File: config.mk
export PLATFORM = sky130hd
export DESIGN_NAME = c_pkt_gnt_hold
export DESIGN_NICKNAME = d
export VERILOG_FILES = /design/src/rtl/c_pkt_gnt_hold.sv
export SDC_FILE = /design/constraint.sdc
export NUM_CORES = 1
export LEC_CHECK = 0
export ABC_AREA = 1
export ABC_CLOCK_PERIOD_IN_PS = 3650
export BUFFER_PORTS_ARGS = -buffer_cell sky130_fd_sc_hd__buf_2
export CAP_MARGIN = 20
export CORE_AREA = 2 2 39 41
export DETAILED_ROUTE_END_ITERATION = 7
export DIE_AREA = 0 0 41 43
export PLACE_DENSITY = 0.7
export SETUP_SLACK_MARGIN = 0.15
export SLEW_MARGIN = 20
export SYNTH_ARGS = -nofsm -noshare
export SYNTH_HDL_FRONTEND = slang
export SYNTH_SLANG_ARGS = --single-unit
export TNS_END_PERCENT = 50
File: constraint.sdc
create_clock -name clk -period 3.65 [get_ports clk]
set_input_delay 0.1825 -clock clk [delete_from_list [all_inputs] [get_ports clk]]
set_output_delay 0.1825 -clock clk [all_outputs]
set_load 0.02 [all_outputs]
File: src/rtl/c_pkt_gnt_hold.sv
// Packet grant hold: keeps an arbiter's grant locked to one port from head flit to tail flit,
// with an optional watchdog that forcibly releases a lock held too long.
module c_pkt_gnt_hold #(
  parameter int unsigned num_ports = 4,
  parameter int unsigned max_hold  = 0
) (
  input  logic                 clk,
  input  logic                 reset,
  input  logic                 active,
  input  logic [0:num_ports-1] req,
  input  logic [0:num_ports-1] tail,
  input  logic                 xfer_ready,
  output logic [0:num_ports-1] arb_req,
  input  logic [0:num_ports-1] arb_gnt,
  output logic                 arb_update,
  output logic [0:num_ports-1] gnt,
  output logic                 locked,
  output logic                 timeout
);

  localparam int unsigned CntW = (max_hold > 0) ? $clog2(max_hold + 1) : 1;
  localparam logic [CntW-1:0] HoldLast = CntW'((max_hold == 0) ? 0 : max_hold - 1);

  typedef enum logic {StIdle, StLocked} state_e;

  state_e               state_q;
  logic [0:num_ports-1] owner_q;
  logic [CntW-1:0]      hold_cnt_q, hold_cnt_d;
  logic                 timeout_q;
  logic                 tail_xfer;
  logic                 expire;

  always_comb begin
    arb_req    = '0;
    arb_update = 1'b0;
    gnt        = '0;
    if (state_q == StIdle) begin
      arb_req    = req & {num_ports{xfer_ready}};
      gnt        = arb_gnt;
      arb_update = |arb_gnt;
    end else begin
      gnt = owner_q & req & {num_ports{xfer_ready}};
    end
  end

  assign tail_xfer  = |(gnt & tail);
  assign expire     = (max_hold != 0) && (hold_cnt_q == HoldLast);
  // Saturating so an unlimited hold never wraps.
  assign hold_cnt_d = (hold_cnt_q == {CntW{1'b1}}) ? hold_cnt_q : hold_cnt_q + 1'b1;

  always_ff @(posedge clk or negedge reset) begin
    if (!reset) begin
      state_q    <= StIdle;
      owner_q    <= '0;
      hold_cnt_q <= '0;
      timeout_q  <= 1'b0;
    end else if (active) begin
      unique case (state_q)
        StIdle: begin
          if ((|arb_gnt) && !tail_xfer) begin
            state_q    <= StLocked;
            owner_q    <= arb_gnt;
            hold_cnt_q <= '0;
          end
        end
        StLocked: begin
          hold_cnt_q <= hold_cnt_d;
          // A tail on the expiry cycle is a normal release, not a timeout.
          if (tail_xfer) begin
            state_q <= StIdle;
            owner_q <= '0;
          end else if (expire) begin
            state_q   <= StIdle;
            owner_q   <= '0;
            timeout_q <= 1'b1;
          end
        end
        default: state_q <= StIdle;
      endcase
    end
  end

  assign locked  = (state_q == StLocked);
  assign timeout = timeout_q;

endmodule

### Word level (Yosys, flattened, before mapping)

Index checks and enable logic that the tools add are counted.

* bits in registers: 5
* latch bits: 0
* RAM bits: 0
* memory bits (read-only): 0
* bits of input ports: 16
* logic and storage cells: 23
* memories kept: 0

* add/subtract/negate cells: 0
* multipliers: 0
* div/mod/pow operators: 0
* $lt $le $gt $ge: 0
* eq/ne operators: 2
* shift-type cells: 0
* multiplexer cells: 9
* bitwise logic cells: 5
* reductions and logical operators: 5

Operators with widths (count)
* bitwise AND 4 bit: 4
* 2-to-1 mux 4 bit: 4
* case mux 4 bit (2 select lines): 1
* OR reduction 4 bit: 2
* != test 2 x 1 -> 1 bit, second input constant: 2
* 2-to-1 mux 1 bit: 3
* AND reduction 3 bit: 1
* case mux 1 bit (2 select lines): 1
* logical AND 1 bit: 1
* logical NOT 1 bit: 1
* NOT 1 bit: 1

### Longest topological paths before layout

* depth after elaboration: 9
* depth in mapped cells: 11
* depth with buffers taken out: 10

### Worst setup path after synthesis

Ideal clock, no wire load.

* path type: register to register
* start: reg state_q (netlist: locked)
* end: reg owner_q[0] (netlist bit)
* data arrival time: 1.306 ns
* path slack: 2.228 ns
* cell stages (with the launch flop): 11
* clock period less this slack: 1.422 ns
* cell sequence: dfrtp_1 > bufinv_8 > nand2_1 > nand3_2 > nand2_2 > nor2_4 > nand2_2 > nand2_4 > nand2_4 > nand2_1 > nand2_1

* word-level cells in the longest chain between the ends: 7
* elaborated cells between the ends (all ways): 10
* classes of those cells: eq/ne: 2; mux: 2; bitwise: 2; reduce/logical: 4

RTL lines
* start: declaration: line 26 `state_e state_q;`
* start signal: assignment: line 53 `state_q <= StIdle;`
* start signal: assignment: line 61 `state_q <= StLocked;`
* start signal: assignment: line 70 `state_q <= StIdle;`
* 2-to-1 mux 4 bit: line 37 `if (state_q == StIdle) begin`
* bitwise AND 4 bit: line 46 `assign tail_xfer = |(gnt & tail);`
* OR reduction 4 bit: line 46
* logical NOT 1 bit: line 60 `if ((|arb_gnt) && !tail_xfer) begin`
* logical AND 1 bit: line 60
* != test 2 x 1 -> 1 bit (no line)
* AND reduction 3 bit (no line)
* end signal: assignment: line 62 `owner_q <= arb_gnt;`
* end: declaration: line 27 `logic [0:num_ports-1] owner_q;`

Several ways; a longest one is shown, not always the timed one.
A chain may end at the register's enable or synchronous reset.

### Final worst setup path

* start: reg state_q (netlist: locked)
* end: out gnt[3] (netlist bit)

* word-level cells in the longest chain between the ends: 1

RTL lines
* 2-to-1 mux 4 bit: line 37
* end: declaration: line 16 `output logic [0:num_ports-1] gnt,`

No other way between the ends.

==> results.md <==
* Crit path cell chain: bufinv_8 > nand2_1 > a21boi_1 > buf_2
* Height of the die at approximately 43 um
* Ranking of synthesized cells by area: sky130_fd_sc_hd__dfrtp_1, sky130_fd_sc_hd__nand2_1, sky130_fd_sc_hd__nand3_1, sky130_fd_sc_hd__nor2_1, sky130_fd_sc_hd__a21boi_1
* Source of the worst hold timing path: active
* Via/cell ratio at 4.67
* Starting utilization of the core area at between 30% and 40%
* Post-synth top area cell: sky130_fd_sc_hd__dfrtp_1
* Kind of path behind the tightest hold check: in -> reg
* Number of I/O port buffers at 25
* Area growth from synthesis to layout at 30.8%
* Multi-input combinational cell area at 297 um2
* Status: completed
* Worst hold slack across all endpoints at 201 ps
* Shortest clock period the worst path allows after layout at around 1900 ps
* Summed negative setup slack over all endpoints at 0 ps
* Clock Path Buffers at 2
* Number of antenna cells inserted at 0
* Net count of the mapped netlist at between 80 and 90
* Clock Skew at around 9.0 ps
* DRC violations left at 0
* Relative slew margins at 57.3%
* Row count at 14
* Nets at 115
* Die footprint at 1760 um2
* Max-slew violation total from the final report at 0
* CTS root buf: sky130_fd_sc_hd__clkbuf_4
* Final weighted congestion of routability-driven global placement at 0.781
* Worst-margin pin slew at 641 ps
* Hold depth at 3
* Sequential element share of the synthesized area at 25.4%
* Endpoint class of the critical path: output port
* Core area at 1380 um2
* Setup repair after global routing missed its margin: false
* Setup crit start kind: flop
* Total vias in the final route at approximately 530
* Clock latency at the later pin of the worst-skew pair at between 200 and 300 ps
* YS warnings at 0
* Routed length per placed instance at a little over 10 um
* Maximum fanout along the worst path at 21
* Count of mapped cells out of synthesis at 72
* Detailed Route WL at ~1.2 mm
* Combined global-route utilization of all metal layers at 14.8%
* Final-layout fill cell count at 141
* Critical register-to-register path startpoint: locked
* Clock-pin slew of the registers on the worst-case setup and hold paths at 50 ps
* End-of-flow core utilization at a little under half
* # Post-CTS Setup Buffers at 0
* Antenna Nets Post-Route at 0
* Leakage power summed over all cells at about 0.40 nW
* Critical Path Max Stage Delay at approximately 750 ps
* Power density over the cells at ~340 nW/um2
* Area share of the largest cell type after synthesis at 25.4%
* Ratio of cells with drive above 1 in the final layout at 40.8%
* Clock net sink count at 5
* Total gr overflow at 0
* Number of global-route vias before repair at 436
* Finish-stage setup viols at 0
* Req. time, crit path at 3470 ps
* HPWL reported at the end of detailed placement at 921 um
* Placed Cells incl. Taps at 109
* Sequential standard cell area at 125 um2
* 1st-pass router iterations at 4
* Critical path start-end classification: reg -> out
* Clock tree from TritonCTS: built
* Total CTS buffers at 3
* Maximum number of pins on one net before global-route repair at 22
* Fin crit share at 53.2%
* Average size of a mapped cell at 6.83 um2
* Worst IR drop on VDD at 236 uV
* Critical path arrival at ~1800 ps
* Slowest-stage cell, CP: sky130_fd_sc_hd__dfrtp_1
* I/O pins at 27
* Number of maximum-capacitance violations at 0
* Number of antenna violations at the first check in global routing at 0
* Depth of the worst register-to-register path at 9
* Worst reg-to-reg setup slack at ~1800 ps
* Number of synthesized register bits at 5
* Max Clock Freq at 515 MHz
* Area of the mapped netlist at roughly 500 um2
* Violation count after the first detailed-route iteration at 10
* Wire length of the first global-routing pass at 1.70 mm
* Destination of the worst hold path: locked
* Synth cell types at 19
* Non-filler cells in the finished layout at between 100 and 150
* Worst r2r dst: owner_q[2]
* Worst Setup SP: locked
* Die X at between 40 and 50 um
* Final Hold Vio Count at 0
* Max H-tree Level at 1
## stage by stage
step,area [um2],worst slack (ps),power [mW]
2_1_floorplan,492,2230,0.130
3_3_place_gp,607,1820,0.151
3_5_place_dp,607,1800,0.152
4_1_cts,643,1700,0.222
5_1_grt,643,1590,0.236
6_report,643,1710,0.221
## cell usage after synthesis
library cell	count
sky130_fd_sc_hd__a21boi_1	4
sky130_fd_sc_hd__a21oi_1	1
sky130_fd_sc_hd__a21oi_4	1
sky130_fd_sc_hd__buf_4	2
sky130_fd_sc_hd__buf_6	1
sky130_fd_sc_hd__bufinv_8	1
sky130_fd_sc_hd__clkbuf_1	1
sky130_fd_sc_hd__conb_1	1
sky130_fd_sc_hd__dfrtp_1	5
sky130_fd_sc_hd__inv_1	4
sky130_fd_sc_hd__inv_2	2
sky130_fd_sc_hd__nand2_1	20
sky130_fd_sc_hd__nand2_2	3
sky130_fd_sc_hd__nand2_4	2
sky130_fd_sc_hd__nand3_1	10
sky130_fd_sc_hd__nand3_2	2
sky130_fd_sc_hd__nand4_1	1
sky130_fd_sc_hd__nor2_1	10
sky130_fd_sc_hd__nor2_4	1
## metal layers
metal | global-route usage (%) | vias up | routed length, um
met3 | 4.71 | 3 | 100
met5 | 0 | - | 0
met4 | 10.0 | 0 | 23
met2 | 21.9 | 26 | 566
li1 | - | 276 | -
met1 | 17.1 | 227 | 464
## placed cells by master, fill, tap and decap left out, drive strengths merged
cell and n:
a21oi 2, nand3 12, nand2 25, bufinv 1
inv 6, nand4 1, dfrtp 5, clkbuf 4
dlygate4sd3 1, buf 25, conb 1, nor2 11
a21boi 4
## critical path: cells and delay by family (launching register included)
kind	cells	cell delay, ps
AND/OR/NAND/NOR	1	90
AO/OA/AOI/OAI	1	160
flip-flops	1	750
buffers and inverters	2	490
## final cells by class
class	instances	share of cell area [%]
repair buffers	26	21.0
well taps	16	3.11
clock buffers	4	4.09
flip-flops and latches	5	19.5
multi-input cells	56	46.1
inverters	7	6.23
## power breakdown
group | leakage (nW) | internal (mW) | switching [mW]
Combinational | 0.326 | 0.0291 | 0.0433
Clock | 0.0150 | 0.0416 | 0.0277
Sequential | 0.0639 | 0.0692 | 0.0101
Total | 0.405 | 0.140 | 0.0811
## what timing repair did
item | in CTS | in global routing
endpoints found under the hold margin | 5 | 0
hold buffers | 1 | 0
gates resized for setup | 0 | 0
## how the worst max path moves through the flow
stage,cells after the start,to,slack [ps]
6_report,4,gnt[3],1710
5_1_grt,4,gnt[3],1590
4_1_cts,4,gnt[3],1700
3_5_place_dp,9,owner_q[2],1800
3_3_place_gp,9,owner_q[1],1820
2_1_floorplan,10,owner_q[0],2230
## sequential cells by signal, indices dropped and copies added, names as in the netlist
signal / flops
owner_q: 4
locked: 1
## logic make-up (layout without fill, tap and decap cells)
group,Yosys count,after routing,share of synthesized area [%]
AND/OR/NAND/NOR,49,49,49.1
buffers and inverters,11,37,14.2
AO/OA/AOI/OAI,6,6,10.4
flip-flops,5,5,25.4
other,1,1,0.763
(Power assumes the default switching activity.)
